==> src/rtl/instr_fetch_ctrl.sv <==
// rtl/instr_fetch_ctrl.sv - instruction fetch sequencer: owns pc, drives code-memory address,
// captures words into a valid/ready output register, stops on halt word or out-of-range pc
module instr_fetch_ctrl #(
  parameter int                ADDR_W    = 32,
  parameter int                MEM_DEPTH = 256,
  parameter logic [ADDR_W-1:0] RESET_PC  = '0,
  parameter logic [31:0]       HALT_WORD = 32'hFFFF_FFFF
) (
  input  logic              clk,
  input  logic              reset,
  input  logic              start,
  output logic [ADDR_W-1:0] pc_o,
  input  logic [31:0]       instr_i,
  output logic              out_valid,
  input  logic              out_ready,
  output logic [31:0]       out_instr,
  output logic [ADDR_W-1:0] out_pc,
  input  logic              redirect_valid,
  input  logic [ADDR_W-1:0] redirect_pc,
  output logic              halted,
  output logic              fault,
  output logic [31:0]       fetch_count
);

  typedef enum logic [1:0] {
    IDLE  = 2'd0,
    FETCH = 2'd1,
    HALT  = 2'd2
  } state_t;

  localparam logic [ADDR_W-1:0] PC_LIMIT = ADDR_W'(MEM_DEPTH);

  state_t state;

  logic handshake;
  logic slot_free;
  logic pc_out_of_range;
  logic is_halt_word;

  assign handshake       = out_valid && out_ready;
  assign slot_free       = !out_valid || out_ready;
  assign pc_out_of_range = (pc_o >= PC_LIMIT);
  assign is_halt_word    = (instr_i == HALT_WORD);

  always_ff @(posedge clk or posedge reset) begin
    if (reset) begin
      state       <= IDLE;
      pc_o        <= RESET_PC;
      out_valid   <= 1'b0;
      out_instr   <= 32'd0;
      out_pc      <= '0;
      halted      <= 1'b0;
      fault       <= 1'b0;
      fetch_count <= 32'd0;
    end else begin
      // Delivery counting is independent of state so late consumption in HALT still counts.
      if (handshake && (fetch_count != 32'hFFFF_FFFF)) begin
        fetch_count <= fetch_count + 32'd1;
      end

      case (state)
        IDLE: begin
          if (redirect_valid) begin
            pc_o <= redirect_pc;
          end
          if (start) begin
            state <= FETCH;
          end
        end

        FETCH: begin
          if (redirect_valid) begin
            pc_o      <= redirect_pc;
            out_valid <= 1'b0;
          end else if (pc_out_of_range) begin
            fault  <= 1'b1;
            halted <= 1'b1;
            state  <= HALT;
            if (handshake) begin
              out_valid <= 1'b0;
            end
          end else if (slot_free && is_halt_word) begin
            // pc stays on the halt word; an unconsumed held word remains presented
            halted <= 1'b1;
            state  <= HALT;
            if (handshake) begin
              out_valid <= 1'b0;
            end
          end else if (slot_free) begin
            out_instr <= instr_i;
            out_pc    <= pc_o;
            out_valid <= 1'b1;
            pc_o      <= pc_o + 1'b1;
          end
        end

        HALT: begin
          if (redirect_valid && !fault) begin
            halted    <= 1'b0;
            pc_o      <= redirect_pc;
            out_valid <= 1'b0;
            state     <= FETCH;
          end else if (handshake) begin
            out_valid <= 1'b0;
          end
        end

        default: begin
          state <= IDLE;
        end
      endcase
    end
  end

endmodule
==> config.mk <==
export PLATFORM = sky130hd
export DESIGN_NAME = instr_fetch_ctrl
export DESIGN_NICKNAME = d
export VERILOG_FILES = /design/src/rtl/instr_fetch_ctrl.sv
export SDC_FILE = /design/constraint.sdc
export NUM_CORES = 1
export LEC_CHECK = 0
export CORE_UTILIZATION = 25
export CTS_CLUSTER_SIZE = 16
export DETAILED_ROUTE_END_ITERATION = 8
export HOLD_SLACK_MARGIN = 0.1
export PLACE_DENSITY = 0.56
export SYNTH_ARGS = -nofsm -noshare
export SYNTH_HDL_FRONTEND = slang
export SYNTH_SLANG_ARGS = --single-unit
==> constraint.sdc <==
create_clock -name clk -period 5.7 [get_ports clk]
set_input_delay 0.57 -clock clk [delete_from_list [all_inputs] [get_ports clk]]
set_output_delay 0.57 -clock clk [all_outputs]
set_load 0.005 [all_outputs]
==> metrics.cfg, run 1 <==
[die]
die_w_um = 156
fp.coreArea_sq_um = 22900
dieArea_sq_um = 24200
io_pins = 200
die_y_um = 156
initial_utilization = 0.258
fp-row-count = 55

[setup_path]
worst-path-max-fanout = 44
critPathArrivalTime_ns = 3.48
crit_path_end_kind = flop
reg2regPathDepth = 7
start_kind = primary input
crit_type = in -> reg
critPathRequiredTime_ns = 5.98

[job]
drv_cap = 0

[global_routing]
grt_pass1_wl_mm = 25.9
grt_util_met3 = 0.0353
grt_pass1_vias = 4777
use_met1 = 0.192
grt_start_max_net_pins = 96
grt_overflow = 0
antenna_found_initial = 0
met2_usage = 0.208
busiest_layer = met2
gr-usage-all-layers = 0.137

[worst_hold_path]
min_path_type = reg -> reg
holdPathStages = 1

[detailed_routing]
dr.pass1.iters = 4
antenna_left = 0
vias = 4883
totalWireLength_mm = 16.3
wl_per_cell_um = 15.3
via_per_inst = 4.59
drc = 0
drtIter0Drc = 251

[power]
peakVddDrop_uv = 185
leakage_nw = 3.80
power_per_cell_area_nw_per_um2 = 373

[timing]
slew_headroom = 0.416
hold_violations = 0
period_minus_slack_ns = 3.21
fin_crit_sh = 0.563
final.setup.tns_ns = 0
fmax_mhz = 312
fin_worst_skew_ns = 0.0124
rsz0062_at_grt = false
worstMarginPinSlew_ns = 0.876
setup_viol_count_final = 0
slew_violations = 0
worst_hold_slack_ns = 0.482

[synthesis]
yosysTopAreaCellShare = 0.564
synth-xor-area-share = 0.0430
synth_top_family_by_area = simple AND/OR/NAND/NOR gates
yosysTopAreaCell = dfrtp_1
synth-seq-cells = 133
synth_common_cells = dfrtp_1, mux2_1, nor2_1
synth_ff_type = dfrtp_1
synth_most_common_cell = dfrtp_1
synth_cell_types = 48
async_reset_ff_frac = 1.00
synth_compound_area_frac = 0.0943
yosysWarnings = 0
synthAdderAreaFrac = 0.00636
synthesis.nets = 608
netlist_instances = 536
syn_area_per_cell_sq_um = 11.0
netlist_top_cells_area = dfrtp_1, mux2_1, nand4_1
yosys.area_share.simple = 0.187
synth_mux_area_frac = 0.0818
syn_area_sq_um = 5900
yosysSeqAreaShare = 0.564
synth-edff-count = 0

[place]
io_buffers = 199
dp_cells = 1032
gp_congestion = 0.806
dp_hpwl_mm = 11.6

[clock_network]
cts_setup_buffers = 0
cts_hold_buf = 0
clockBufferDepth = 2
h-tree-depth = 4
cts.sinks = 133
clk_pin_slew_ns = 0.05
cts_tree = done
root_buffer = clkbuf_16
clock_latency_ns = 0.41
ctsResizeCount = 0
cts_made_buffers = 17

[final_layout]
n_antenna_cell = 0
drive_gt1_frac = 0.0667
nets = 810
fin_cells = 1063
n_fill_cell = 2272
area_growth_pct = 50.4

[run_status]
status = complete, no violations

metal layers:
| layer | share of wire | vias to the layer above |
|---|---|---|
| li1 | - | 2344 |
| met1 | 0.48 | 2326 |
| met2 | 0.44 | 202 |
| met3 | 0.069 | 11 |
| met4 | 0.0078 | 0 |
| met5 | 0 | - |
cell usage in the layout, fill, tap and decap left out, types with 3 or more instances in the layout:
master	synthesis	final
clkdlybuf4s50_1	0	199
dfrtp_1	133	133
mux2_1	36	36
nor2_1	34	34
o21ai_0	33	33
nand2_1	33	33
nand4_1	29	29
a21oi_1	29	29
nor2b_1	26	26
nand3_1	21	21
clkbuf_16	0	17
xor2_1	16	16
nor3_1	14	14
xnor2_1	13	13
inv_1	13	12
nor4_1	9	9
and4_1	8	8
mux2_2	6	6
or4_1	5	5
o22ai_1	5	5
and2_1	4	4
and3_1	4	4
a2bb2oi_1	4	4
bufinv_16	0	4
buf_4	3	4
nand2b_1	3	3
o22a_1	3	3
a31oi_1	3	3
o21a_1	3	3
ha_1	3	3
clkinv_2	0	3
clkinv_4	0	3
worst max-delay path, stage by stage:
cell             delay [ns]
clkdlybuf4s50_1        0.56
nor2_1                 0.22
nand2_1                0.53
nor3_4                 0.87
buf_12                 0.33
mux2_1                 0.36
report_power, final:
part | total, mW | internal [mW] | switching [mW]
sequential | 1.31 | 1.08 | 0.228
clock | 1.17 | 0.755 | 0.417
combinational | 0.824 | 0.446 | 0.379
worst paths after layout:
kind                                 from      endpoint  slack [ns]
max reg2reg                      pc_o[23]  out_instr[6]        2.69
min in group asynchronous           reset    out_pc[30]        0.74
min                          out_instr[5]  out_instr[5]        0.48
min reg2reg                  out_instr[5]  out_instr[5]        0.48
max                        redirect_valid  out_instr[6]        2.49
max in group asynchronous           reset     out_pc[9]        3.89
sequential cells by signal (all words and copies together) (netlist names):
| signal | flops |
|---|---|
| fault | 1 |
| fetch_count | 32 |
| halted | 1 |
| out_instr | 32 |
| out_pc | 32 |
| out_valid | 1 |
| pc_o | 32 |
| state | 2 |
cell families (layout without fill, tap and decap cells):
kind of cell             after synthesis  count (layout)
AO/OA/AOI/OAI                         93              93
flip-flops                           133             133
AND/OR/NAND/NOR                      201             201
XOR/XNOR                              29              29
multiplexers                          43              43
buffers and inverters                 34             248
adder cells (fa/ha/maj)                3               3
layout make-up:
| cell class | instances | area [sq um] | area share |
|---|---|---|---|
| clock buffers | 19 | 453 | 0.0510 |
| clock inverters | 12 | 178 | 0.0200 |
| inverters | 13 | 53.8 | 0.00606 |
| multi-input cells | 369 | 2430 | 0.274 |
| flip-flops and latches | 133 | 3330 | 0.375 |
| well taps | 313 | 392 | 0.0441 |
| repair buffers | 204 | 2040 | 0.230 |
through the flow:
stage	util	setup slack [ns]	area, sq um	total power [mW]
after global placement	0.360	2.11	8250	2.15
final	0.387	2.49	8880	3.31
after detailed placement	0.360	2.02	8250	2.15
after CTS	0.387	2.45	8880	3.35
after global routing	0.387	2.19	8880	3.49
after floorplan	-	1.58	5900	1.67
Power figures use the tool's default switching activity.
==> inputs of run 2 (changes only) <==
==> constraint.sdc (replaced) <==
create_clock -name clk -period 3.35 [get_ports clk]
set_input_delay 0.335 -clock clk [delete_from_list [all_inputs] [get_ports clk]]
set_output_delay 0.335 -clock clk [all_outputs]
set_load 0.005 [all_outputs]
==> run 2 against run 1 <==
- flip-flop and latch count did not move
- global-route usage rose by 0.47 points
- design area is 0.83% higher
- critical endpoint is now out_pc[20]
==> metrics.cfg, run 2 (synthesized netlist as in run 1, its figures left out) <==
[run_status]
status = complete, no violations

[detailed_routing]
totalWireLength_mm = 16.7
wl_per_cell_um = 15.6
antenna_left = 0
drc = 0
vias = 4893
via_per_inst = 4.57
drtIter0Drc = 206
dr.pass1.iters = 4

[worst_hold_path]
min_path_type = in -> async

[die]
fp.coreArea_sq_um = 22900
io_pins = 200
die_y_um = 156
fp-row-count = 55
dieArea_sq_um = 24200
initial_utilization = 0.258
die_w_um = 156

[global_routing]
grt_pass1_wl_mm = 26.7
gr-usage-all-layers = 0.142
busiest_layer = met2
grt_overflow = 0
met2_usage = 0.213
use_met1 = 0.197
grt_util_met3 = 0.0392
grt_pass1_vias = 4768
antenna_found_initial = 0
grt_start_max_net_pins = 134

[timing]
rsz0062_at_grt = false
fin_crit_sh = 0.823
worstMarginPinSlew_ns = 0.839
worst_hold_slack_ns = 0.400
slew_headroom = 0.441
slew_violations = 0
fin_worst_skew_ns = 0.0103
fmax_mhz = 363
setup_viol_count_final = 0
period_minus_slack_ns = 2.76
layout_setup_ws_ns = 0.593
hold_violations = 0
final.setup.tns_ns = 0

[place]
io_buffers = 199
gp_congestion = 0.806
place_ws_ns = 0.325
dp_hpwl_mm = 11.6
dp_cells = 1038

[final_layout]
drive_gt1_frac = 0.0753
fin_cells = 1070
area_growth_pct = 51.7
n_fill_cell = 2268
final_common_cell = clkdlybuf4s50_1
final_cell_mix = clkdlybuf4s50_1, dfrtp_1, mux2_1, nor2_1
n_antenna_cell = 0
nets = 816

[setup_path]
start_kind = flop
worst-path-max-fanout = 45
crit_path_end_kind = flop
critPathSlowestCell = buf_4
crit_type = reg -> reg
critPathArrivalTime_ns = 3.04
cp_top_family = simple AND/OR/NAND/NOR gates
crit_path_frequent_cell = buf_4
path_cells = nor4_1 -> nand4_1 -> nor3_2 -> nand2_1 -> nor3_4 -> buf_4 -> buf_4 -> nor2b_1
critPathRequiredTime_ns = 3.64
critPathBufInv = 2
cpPeakStageDelay_ns = 0.51

[clock_network]
clock_latency_ns = 0.41
cts_hold_buf = 0
cts_setup_buffers = 0
cts_tree = done
clk_pin_slew_ns = 0.06
ctsResizeCount = 0
cts.sinks = 133
clockBufferDepth = 2
root_buffer = clkbuf_16
h-tree-depth = 4
cts_made_buffers = 17

[power]
power_per_cell_area_nw_per_um2 = 643
peakVddDrop_uv = 313
leakage_nw = 3.84
power.total_mw = 5.76

[job]
drv_cap = 0

==> run 2: cell count changes in the layout (fill, tap and decap cells not counted), sizes merged <==
cell    change
inv         +3
clkinv      -2
clkbuf      -1
buf         +6
bufinv      +1
==> run 2: worst paths after layout <==
kind | from | endpoint | slack, ns | depth (start not counted)
max | pc_o[24] | out_pc[20] | 0.59 | 8
min in group clk | redirect_pc[19] | pc_o[19] | 0.46 | 3
min reg2reg | out_instr[10] | out_instr[10] | 0.48 | 1
min | reset | out_pc[16] | 0.40 | 3
max in group asynchronous | reset | fetch_count[9] | 2.24 | 3
max reg2reg | pc_o[24] | out_pc[20] | 0.59 | 8
==> run 2: worst reg2reg max path, stage by stage (launching register included) <==
cell and delay, ns:
dfrtp_1 0.44, nor4_1 0.46, nand4_1 0.23, nor3_2 0.29, nand2_1 0.15, nor3_4 0.12
buf_4 0.51, buf_4 0.36, nor2b_1 0.09
==> run 2: layout make-up <==
| class | count | area [sq um] | area share |
|---|---|---|---|
| Inverter | 13 | 52.6 | 0.00587 |
| Multi-Input combinational cell | 369 | 2430 | 0.272 |
| Clock buffer | 18 | 439 | 0.0491 |
| Timing Repair Buffer | 210 | 2090 | 0.233 |
| Clock inverter | 14 | 221 | 0.0247 |
| Tap cell | 313 | 392 | 0.0437 |
| Sequential cell | 133 | 3330 | 0.372 |
==> run 2: per-stage QoR <==
stage	instance area, sq um	utilization
3_5_place_dp	8290	0.362
6_report	8950	0.391
3_3_place_gp	8290	0.362
5_1_grt	8950	0.391
2_1_floorplan	5910	-
4_1_cts	8950	0.391
==> run 2: power by group <==
group / total, mW / leakage, nW / switching (mW) / internal, mW
combinational: 1.43 / 1.77 / 0.653 / 0.773
sequential: 2.23 / 1.75 / 0.383 / 1.84
clock: 2.11 / 0.326 / 0.752 / 1.35
total: 5.76 / 3.84 / 1.79 / 3.97
==> run 2: metal layers <==
layer	part of all wire	wire length (um)
met5	0	0
met4	0.011	183
met3	0.070	1180
met2	0.45	7560
met1	0.47	7790
==> inputs of run 3 (changes only) <==
--- a/config.mk
+++ b/config.mk
@@ -9,7 +9,7 @@
 export CTS_CLUSTER_SIZE = 16
 export DETAILED_ROUTE_END_ITERATION = 8
 export HOLD_SLACK_MARGIN = 0.1
-export PLACE_DENSITY = 0.56
+export PLACE_DENSITY = 0.58
 export SYNTH_ARGS = -nofsm -noshare
 export SYNTH_HDL_FRONTEND = slang
 export SYNTH_SLANG_ARGS = --single-unit
==> constraint.sdc (replaced) <==
create_clock -name clk -period 2.5 [get_ports clk]
set_input_delay 0.25 -clock clk [delete_from_list [all_inputs] [get_ports clk]]
set_output_delay 0.25 -clock clk [all_outputs]
set_load 0.005 [all_outputs]
==> run 3 against run 2 <==
- via count rose by 2.2%
- highest routed layer unchanged
- critical endpoint is now pc_o[22]
- clock power rose by 27%
- global-route usage rose by 0.25 points
- critical path depth fell by 2
- fmax rose by 21%
- sequential power rose by 26%
==> metrics.cfg, run 3 (synthesized netlist as in run 1, its figures left out) <==
[job]
drv_cap = 0

[die]
io_pins = 200
dieArea_sq_um = 24200
initial_utilization = 0.258
die_w_um = 156
die_y_um = 156
fp-row-count = 55
fp.coreArea_sq_um = 22900

[detailed_routing]
drtIter0Drc = 242
wl_per_cell_um = 15.2
antenna_left = 0
vias = 5000
via_per_inst = 4.52
drc = 0
totalWireLength_mm = 16.8
dr.pass1.iters = 4

[final_layout]
n_fill_cell = 2203
n_antenna_cell = 0
drive_gt1_frac = 0.119
final_util = 0.404
final_cell_mix = clkdlybuf4s50_1, dfrtp_1, buf_4, mux2_1, nor2_1
final_common_cell = clkdlybuf4s50_1
area_growth_pct = 56.9
nets = 851
fin_cells = 1105

[setup_path]
crit_type = reg -> reg
r2r_start = pc_o[0]
critPathArrivalTime_ns = 2.58
rrSetupSlack_ns = 0.21
critPathRequiredTime_ns = 2.80
reg2regPathDepth = 6
crit_path_end_kind = flop
worst-path-max-fanout = 6
start_kind = flop
worstReg2RegEnd = pc_o[22]

[clock_network]
h-tree-depth = 4
clk_pin_slew_ns = 0.07
clock_latency_ns = 0.41
cts_made_buffers = 17
cts_tree = done
cts_hold_buf = 0
cts_setup_buffers = 0
clockBufferDepth = 2
ctsResizeCount = 0
cts.sinks = 133
root_buffer = clkbuf_16

[timing]
slew_violations = 0
rsz0062_at_grt = false
period_minus_slack_ns = 2.29
hold_violations = 0
final.setup.tns_ns = 0
fmax_mhz = 438
setup_viol_count_final = 0
fin_crit_sh = 0.914
fin_worst_skew_ns = 0.0121
worstMarginPinSlew_ns = 0.466
slew_headroom = 0.689

[place]
gp_congestion = 0.812
io_buffers = 199
dp_cells = 1073
dp_hpwl_mm = 12.3

[global_routing]
antenna_found_initial = 0
grt_start_max_net_pins = 79
grt_pass1_vias = 5085
gr-usage-all-layers = 0.144
grt_pass1_wl_mm = 27.3
grt_overflow = 0

[worst_hold_path]
min_path_type = in -> async

[power]
clkPwrFrac = 0.337
p_comb_frac = 0.306
peakVddDrop_uv = 420
swShare = 0.312
netSwitchingPower_mw = 2.47
power_per_cell_area_nw_per_um2 = 856
p_int_mw = 5.45
p_seq_frac = 0.356
leakage_nw = 4.02

[run_status]
status = complete, no violations

==> run 3: worst max path at each step <==
| stage | start | to | slack, ns |
|---|---|---|---|
| floorplan | pc_o[16] | out_instr[0] | 0.22 |
| global placement | instr_i[10] | pc_o[18] | -0.1 |
| detailed placement | instr_i[10] | pc_o[18] | -0.05 |
| CTS | pc_o[23] | out_pc[5] | 0.05 |
| global route | pc_o[0] | pc_o[22] | 0.008 |
| finish | pc_o[0] | pc_o[22] | 0.21 |
==> run 3: cell type report <==
class                           count  area [sq um]  share of cell area
Clock buffer                       17           425              0.0460
Tap cell                          313           392              0.0423
Clock inverter                     15           203              0.0219
Inverter                           13          52.6             0.00568
Multi-Input combinational cell    369          2440               0.264
Timing Repair Buffer              245          2410               0.261
Sequential cell                   133          3330               0.360
==> run 3: power groups by stage <==
stage / Combinational [mW] / Clock [mW] / Sequential, mW
final: 2.43 / 2.67 / 2.82
after global routing: 2.67 / 2.87 / 2.88
after CTS: 2.44 / 2.76 / 2.81
after detailed placement: 2.42 / 0 / 2.85
after global placement: 2.42 / 0 / 2.84
after floorplan: 0.937 / 0 / 2.86
==> run 3: worst max-delay path: stages, from the launching register on <==
cell,delay (ns)
dfrtp_1,0.43
ha_1,0.24
and4_1,0.28
nand4_1,0.18
or4_1,0.65
o32ai_1,0.28
a21oi_1,0.11
==> run 3: per-layer routing <==
| metal | routed length [um] | up-vias | global-route usage |
|---|---|---|---|
| met5 | 0 | - | 0 |
| met4 | 144 | 0 | 0.0387 |
| met3 | 1120 | 13 | 0.0406 |
| met2 | 7770 | 173 | 0.225 |
| met1 | 7770 | 2388 | 0.196 |
| li1 | - | 2426 | - |
==> run 3: per-stage QoR <==
stage	hold slack (ns)	cell area [sq um]	setup WS (ns)	power, mW
after detailed placement	0.477	8620	-0.0471	5.27
after CTS	0.308	9250	0.0508	8.01
after global placement	0.467	8620	-0.0975	5.25
after floorplan	0.385	5910	0.219	3.80
after global routing	0.328	9260	0.00812	8.42
final	0.309	9260	0.215	7.92
